==> config.mk <==
export PLATFORM = sky130hd
export DESIGN_NAME = ets_sweep_core_flat
export DESIGN_NICKNAME = d
export VERILOG_FILES = /design/src/rtl/ets_sweep_if.sv /design/src/rtl/ets_sweep_core.sv /design/src/flat_wrapper.sv
export SDC_FILE = /design/constraint.sdc
export NUM_CORES = 1
export LEC_CHECK = 0
export ABC_AREA = 0
export CAP_MARGIN = 10
export CORE_UTILIZATION = 45
export CTS_BUF_LIST = sky130_fd_sc_hd__clkbuf_4 sky130_fd_sc_hd__clkbuf_8 sky130_fd_sc_hd__clkbuf_16
export DETAILED_ROUTE_END_ITERATION = 7
export PLACE_DENSITY = 0.75
export SETUP_SLACK_MARGIN = 0.05
export SLEW_MARGIN = 20
export SYNTH_ARGS = -nofsm -noshare
export SYNTH_HDL_FRONTEND = slang
export SYNTH_SLANG_ARGS = --single-unit
export TNS_END_PERCENT = 1
==> constraint.sdc <==
create_clock -name clk_i -period 9.19 [get_ports clk_i]
set_input_delay 1.3785 -clock clk_i [delete_from_list [all_inputs] [get_ports clk_i]]
set_output_delay 1.3785 -clock clk_i [all_outputs]
set_load 0.02 [all_outputs]
==> src/rtl/ets_sweep_if.sv <==
// Result stream from the sweep engine: packed per-channel counts with valid/ready.
interface ets_sweep_if #(
  parameter int unsigned CH    = 4,
  parameter int unsigned ACC_W = 32
);
  logic [CH*ACC_W-1:0] data;
  logic                valid;
  logic                ready;

  modport master (output data, output valid, input ready);
  modport slave  (input data, input valid, output ready);
endinterface

==> src/rtl/ets_sweep_core.sv <==
// Multi-channel equivalent-time-sampling sweep engine: per phase point, count highs per channel,
// hand the counts out, step the MMCM phase; optionally step the phase back after the sweep.
module ets_sweep_core #(
  parameter int unsigned CH         = 4,
  parameter int unsigned ACC_W      = 32,
  parameter int unsigned STEPS_W    = 16,
  parameter int unsigned PS_TIMEOUT = 1023
) (
  input  logic               clk_i,
  input  logic               rst_ni,
  input  logic [CH-1:0]      data_in_i,
  input  logic [ACC_W-1:0]   average_i,
  input  logic [STEPS_W-1:0] num_steps_i,
  input  logic               dir_i,
  input  logic               ret_mode_i,
  input  logic               start_i,
  input  logic               abort_i,
  ets_sweep_if.master        out_if,
  output logic [STEPS_W-1:0] step_idx_o,
  output logic               busy_o,
  output logic               done_o,
  output logic               error_o,
  output logic               ps_en_o,
  output logic               ps_incdec_o,
  output logic               ps_clk_o,
  input  logic               ps_done_i
);

  localparam int unsigned TmoW = $clog2(PS_TIMEOUT + 1);

  typedef enum logic [2:0] {
    StIdle, StAccum, StPresent, StPsReq, StPsWait, StRetReq, StRetWait
  } state_e;

  state_e state_q, state_d;

  logic [CH-1:0][ACC_W-1:0] acc_q, acc_d, acc_sum, data_q, data_d;
  logic [ACC_W-1:0]   avg_q, avg_d, cyc_q, cyc_d;
  logic [STEPS_W-1:0] nsteps_q, nsteps_d, step_idx_q, step_idx_d, ret_cnt_q, ret_cnt_d;
  logic [TmoW-1:0]    tmo_q, tmo_d;
  logic dir_q, dir_d, ret_q, ret_d, abort_q, abort_d;
  logic valid_q, valid_d, busy_q, busy_d, done_q, done_d, error_q, error_d;
  logic ps_en_q, ps_en_d, ps_incdec_q, ps_incdec_d;

  logic wait_st, mmcm_st, tmo_hit, last_pt, last_ret, abort_pend, accum_last, cfg_load;

  assign wait_st    = (state_q == StPsWait) || (state_q == StRetWait);
  assign mmcm_st    = wait_st || (state_q == StPsReq) || (state_q == StRetReq);
  assign tmo_hit    = wait_st && !ps_done_i && (tmo_q >= TmoW'(PS_TIMEOUT - 1));
  assign last_pt    = step_idx_q == (nsteps_q - STEPS_W'(1));
  assign last_ret   = ret_cnt_q == (nsteps_q - STEPS_W'(1));
  assign abort_pend = abort_q || abort_i;
  assign accum_last = cyc_q == (avg_q - ACC_W'(1));
  assign cfg_load   = (state_q == StIdle) && (state_d == StAccum);

  always_ff @(posedge clk_i or negedge rst_ni) begin
    if (!rst_ni) begin
      state_q <= StIdle;
    end else begin
      state_q <= state_d;
    end
  end

  always_comb begin
    state_d = state_q;
    case (state_q)
      StIdle:    if (start_i && !abort_i && num_steps_i != '0) state_d = StAccum;
      StAccum:   if (abort_i) state_d = StIdle;
                 else if (accum_last) state_d = StPresent;
      StPresent: if (abort_i) state_d = StIdle;
                 else if (out_if.ready) state_d = StPsReq;
      StPsReq:   state_d = StPsWait;
      StPsWait: begin
        // An MMCM step in flight is always allowed to finish before abort takes effect.
        if (ps_done_i) begin
          if (abort_pend)   state_d = StIdle;
          else if (last_pt) state_d = ret_q ? StRetReq : StIdle;
          else              state_d = StAccum;
        end else if (tmo_hit) begin
          state_d = StIdle;
        end
      end
      StRetReq:  state_d = StRetWait;
      StRetWait: begin
        if (ps_done_i)    state_d = (abort_pend || last_ret) ? StIdle : StRetReq;
        else if (tmo_hit) state_d = StIdle;
      end
      default:   state_d = StIdle;
    endcase
  end

  always_comb begin
    for (int c = 0; c < CH; c++) begin
      acc_sum[c] = acc_q[c] + ACC_W'(data_in_i[c]);
    end

    acc_d = acc_q;
    cyc_d = cyc_q;
    if (state_d == StAccum && state_q != StAccum) begin
      acc_d = '0;
      cyc_d = '0;
    end else if (state_q == StAccum) begin
      acc_d = acc_sum;
      cyc_d = cyc_q + ACC_W'(1);
    end

    // Final ACCUM sample goes straight into the presented result.
    data_d = (state_q == StAccum && state_d == StPresent) ? acc_sum : data_q;

    avg_d    = avg_q;
    nsteps_d = nsteps_q;
    dir_d    = dir_q;
    ret_d    = ret_q;
    if (cfg_load) begin
      avg_d    = (average_i == '0) ? ACC_W'(1) : average_i;
      nsteps_d = num_steps_i;
      dir_d    = dir_i;
      ret_d    = ret_mode_i;
    end

    step_idx_d = step_idx_q;
    if (cfg_load) step_idx_d = '0;
    else if (state_q == StPsWait && state_d == StAccum) step_idx_d = step_idx_q + STEPS_W'(1);

    ret_cnt_d = ret_cnt_q;
    if (state_q == StPsWait && state_d == StRetReq) ret_cnt_d = '0;
    else if (state_q == StRetWait && state_d == StRetReq) ret_cnt_d = ret_cnt_q + STEPS_W'(1);

    tmo_d   = wait_st ? tmo_q + TmoW'(1) : '0;
    abort_d = (state_d != StIdle) && (abort_q || (abort_i && mmcm_st));

    error_d = error_q;
    if (cfg_load) error_d = 1'b0;
    if (tmo_hit)  error_d = 1'b1;

    done_d = ((state_q == StIdle) && start_i && !abort_i && num_steps_i == '0) ||
             (wait_st && ps_done_i && !abort_pend && state_d == StIdle);

    valid_d     = state_d == StPresent;
    busy_d      = state_d != StIdle;
    ps_en_d     = (state_d == StPsReq) || (state_d == StRetReq);
    ps_incdec_d = (state_d == StPsReq) ? dir_q : ((state_d == StRetReq) ? ~dir_q : 1'b0);
  end

  always_ff @(posedge clk_i or negedge rst_ni) begin
    if (!rst_ni) begin
      acc_q       <= '0;
      data_q      <= '0;
      avg_q       <= '0;
      cyc_q       <= '0;
      nsteps_q    <= '0;
      step_idx_q  <= '0;
      ret_cnt_q   <= '0;
      tmo_q       <= '0;
      dir_q       <= 1'b0;
      ret_q       <= 1'b0;
      abort_q     <= 1'b0;
      valid_q     <= 1'b0;
      busy_q      <= 1'b0;
      done_q      <= 1'b0;
      error_q     <= 1'b0;
      ps_en_q     <= 1'b0;
      ps_incdec_q <= 1'b0;
    end else begin
      acc_q       <= acc_d;
      data_q      <= data_d;
      avg_q       <= avg_d;
      cyc_q       <= cyc_d;
      nsteps_q    <= nsteps_d;
      step_idx_q  <= step_idx_d;
      ret_cnt_q   <= ret_cnt_d;
      tmo_q       <= tmo_d;
      dir_q       <= dir_d;
      ret_q       <= ret_d;
      abort_q     <= abort_d;
      valid_q     <= valid_d;
      busy_q      <= busy_d;
      done_q      <= done_d;
      error_q     <= error_d;
      ps_en_q     <= ps_en_d;
      ps_incdec_q <= ps_incdec_d;
    end
  end

  assign out_if.data  = data_q;
  assign out_if.valid = valid_q;
  assign step_idx_o   = step_idx_q;
  assign busy_o       = busy_q;
  assign done_o       = done_q;
  assign error_o      = error_q;
  assign ps_en_o      = ps_en_q;
  assign ps_incdec_o  = ps_incdec_q;
  assign ps_clk_o     = clk_i;

endmodule

==> src/flat_wrapper.sv <==
// flat-port wrapper written by rule: the top's interface ports become plain ports
module ets_sweep_core_flat 
#(
  parameter int unsigned CH         = 4,
  parameter int unsigned ACC_W      = 32,
  parameter int unsigned STEPS_W    = 16,
  parameter int unsigned PS_TIMEOUT = 1023
)
  (clk_i, rst_ni, data_in_i, average_i, num_steps_i, dir_i, ret_mode_i, start_i, abort_i, step_idx_o, busy_o, done_o, error_o, ps_en_o, ps_incdec_o, ps_clk_o, ps_done_i, out_if_data, out_if_valid, out_if_ready);
  ets_sweep_if #(.CH(CH), .ACC_W(ACC_W)) out_if_i ();
  input  logic clk_i;
  input  logic rst_ni;
  input  logic [CH-1:0] data_in_i;
  input  logic [ACC_W-1:0] average_i;
  input  logic [STEPS_W-1:0] num_steps_i;
  input  logic dir_i;
  input  logic ret_mode_i;
  input  logic start_i;
  input  logic abort_i;
  output logic [STEPS_W-1:0] step_idx_o;
  output logic busy_o;
  output logic done_o;
  output logic error_o;
  output logic ps_en_o;
  output logic ps_incdec_o;
  output logic ps_clk_o;
  input  logic ps_done_i;
  output wire logic [$bits(out_if_i.data)-1:0] out_if_data;
  output wire logic [$bits(out_if_i.valid)-1:0] out_if_valid;
  input wire logic [$bits(out_if_i.ready)-1:0] out_if_ready;
  assign out_if_data = out_if_i.data;
  assign out_if_valid = out_if_i.valid;
  assign out_if_i.ready = out_if_ready;
  ets_sweep_core #(.CH(CH), .ACC_W(ACC_W), .STEPS_W(STEPS_W), .PS_TIMEOUT(PS_TIMEOUT)) u_core (.clk_i(clk_i), .rst_ni(rst_ni), .data_in_i(data_in_i), .average_i(average_i), .num_steps_i(num_steps_i), .dir_i(dir_i), .ret_mode_i(ret_mode_i), .start_i(start_i), .abort_i(abort_i), .out_if(out_if_i), .step_idx_o(step_idx_o), .busy_o(busy_o), .done_o(done_o), .error_o(error_o), .ps_en_o(ps_en_o), .ps_incdec_o(ps_incdec_o), .ps_clk_o(ps_clk_o), .ps_done_i(ps_done_i));
endmodule
==> flow_summary.json <==
{
  "ys_seq_area_frac": 0.459,
  "synth_flop_cell": "dfrtp_1",
  "grt_usage": 0.220,
  "diodes": 0,
  "grt_max_degree": 163,
  "p_seq_frac": 0.431,
  "status": "finished clean",
  "drtIter0Drc": 1258,
  "cts_setup_buffers": 0,
  "finalNonFillerCells": 3146,
  "cts_tree": "yes",
  "total_power_uw": 4460,
  "synth.distinct_cells": 83,
  "setup-violations-final": 0,
  "gp_congestion": 0.893,
  "yosys-top-cells-count": "453 x nand2_1, 390 x dfrtp_1, 228 x o21ai_0",
  "tightest_slew_ns": 1.02,
  "start_kind": "clock port",
  "cp.arrival_ns": 5.38,
  "synth-seq-cells": 390,
  "rows": 79,
  "grt_pass1_wl_um": 86600,
  "slew_headroom": 0.322,
  "portBuffers": 210,
  "first_pass_iters": 5,
  "syn_nets": 2458,
  "post-synth-top-count-cell": "nand2_1",
  "hpwl_um": 35900,
  "io_pins": 211,
  "synth_edf_count": 0,
  "wl_um": 52700,
  "crit_top_cell": "clkbuf_16",
  "path_buf_inv": 3,
  "overflow": 0,
  "p_leak_uw": 0.0103,
  "post_drt_wl_per_cell_um": 16.8,
  "worstSetupPathType": "clock port to output port",
  "drive_gt1_frac": 0.0902,
  "power_switching_uw": 1260,
  "path_clk_slew_ns": 0.06,
  "async_flop_share": 1.00,
  "die_h_um": 219,
  "die-width_um": 219,
  "grt_pass1_vias": 17300,
  "drv_cap": 0,
  "hold_viol_final": 0,
  "drcViolationCount": 0,
  "yosys.area.top_type": "dfrtp_1",
  "crit_path_end_kind": "output port",
  "rsz0062_at_grt": "no",
  "power_density_nw_per_um2": 177,
  "vias_per_cell": 5.72,
  "pwr-share-clk": 0.425,
  "synthCells": 2383,
  "skew_ns": 0.0131,
  "cts_hold_repair.buffers": 0,
  "combinationalPowerShare": 0.144,
  "via_count": 18000,
  "initial_core_util": 0.457,
  "hold_class": "flip-flop to flip-flop",
  "avgSynthCellArea_um2": 8.93,
  "synth_area_leaders": "dfrtp_1 46%, nand2_1 8.0%, o21ai_0 5.4%",
  "crit_required_ns": 7.81,
  "crit_chain": "clkbuf_16 > clkbuf_16 > clkdlybuf4s50_1",
  "worst_path_dominant_cell_family": "buffers and inverters",
  "setup-tns-final_ns": 0,
  "switching_share": 0.282,
  "ant_nets": 0,
  "core_um2": 46600,
  "cts.repair.resized": 0,
  "slew_viol_final": 0,
  "dpl.cell_count": 3063,
  "ir_drop_uv": 182,
  "power.internal_uw": 3200,
  "slowest_delay_ns": 0.54,
  "worst_path_max_delay_cell": "clkdlybuf4s50_1",
  "area_growth_pct": 18.5,
  "nNetsFinal": 2580,
  "yosysTopAreaCellShare": 0.459,
  "clock_latency_ns": 0.68,
  "critPathMaxFanout": 2,
  "antenna_found_initial": 0,
  "syn_area_um2": 21300,
  "dieArea_um2": 48200,
  "ys.warnings.count": 0
}
==> path summary, 6_finish.rpt <==
path | cells past startpoint | endpoint | slack (ns) | start
setup / recovery | 3 | ps_clk_o | 2.43 | clk_i
hold / removal | 2 | u_core.out_if.data[2] | 0.48 | u_core.out_if.data[2]
setup reg to reg | 14 | u_core.acc_q[19] | 4.01 | u_core.nsteps_q[0]
hold reg to reg | 2 | u_core.out_if.data[2] | 0.48 | u_core.out_if.data[2]
max in group asynchronous | 3 | u_core.acc_q[106] | 6.50 | rst_ni
min in group asynchronous | 1 | u_core.acc_q[50] | 0.68 | rst_ni
==> power by group through the flow <==
stage | Clock [uW] | Combinational [uW] | Sequential (uW)
6_report | 1900 | 640 | 1920
4_1_cts | 1950 | 640 | 1920
3_3_place_gp | 14.6 | 616 | 1940
3_5_place_dp | 14.6 | 634 | 1950
5_1_grt | 2010 | 715 | 1930
2_1_floorplan | 12.7 | 510 | 1880
==> stage by stage <==
step / instance area, um2 / setup WS [ns] / util / hold slack (ns)
CTS: 25200 / 2.42 / 0.542 / 0.482
finish: 25200 / 2.43 / 0.542 / 0.475
global route: 25200 / 2.42 / 0.542 / 0.503
global placement: 23600 / 2.71 / 0.507 / 0.459
detailed placement: 23600 / 2.71 / 0.507 / 0.469
floorplan: 21300 / 3.08 / - / 0.451
==> worst reg2reg max path, stage by stage (launching register included) <==
cell and delay, ns:
dfrtp_1 0.50, inv_1 0.13, ha_1 0.37, or4b_1 0.58
nor4_4 0.37, xnor2_1 0.14, a2111oi_2 0.38, and4_1 0.25
nor3b_2 0.14, o41a_4 0.43, a31oi_4 0.18, buf_4 0.55
buf_4 0.76, o21ai_1 0.20, o31ai_1 0.10
==> flip-flops by register name (all words and copies together), names as in the netlist, 3 cells and up <==
signal / cells
u_core.ret_cnt_q: 16
u_core.step_idx_o: 16
u_core.cyc_q: 32
u_core.out_if.data: 128
u_core.nsteps_q: 16
u_core.acc_q: 128
u_core.state_q: 3
u_core.avg_q: 32
u_core.tmo_q: 10
==> cells by family after synthesis <==
family          Yosys count  share of synthesized area
flops                   390                      0.459
fa+ha+maj                15                    0.00882
xor+xnor                199                     0.0851
simple gates           1024                      0.232
compound gates          564                      0.169
mux                      21                     0.0106
buf+inv                 170                     0.0355
==> cell usage in the layout, fill, tap and decap left out, types with 71 or more instances in the layout <==
master / Yosys / routed
and3_1: 71 / 71
clkdlybuf4s50_1: 0 / 209
dfrtp_1: 390 / 390
nand2_1: 453 / 453
nand3_1: 129 / 128
nor2_1: 138 / 137
o21ai_0: 228 / 228
o21ai_2: 88 / 88
xnor2_1: 109 / 109
xor2_1: 85 / 85
==> layer usage <==
layer  share of wire  vias up  wire length (um)  GRT usage
li1                -     8647                 -          -
met1            0.44     8740             23400      0.292
met2            0.47      511             24800      0.360
met3           0.057       94              3000     0.0369
met4           0.029        0              1510     0.0824
met5               0        -                 0          0
==> cell type report <==
type                            count  area (um2)
Clock inverter                     14         166
Clock buffer                       70        1440
Inverter                           17        63.8
Fill cell                        4082       21300
Sequential cell                   390        9760
Timing Repair Buffer              225        2240
Tap cell                          607         759
Multi-Input combinational cell   1823       10800
(Power assumes the default switching activity.)
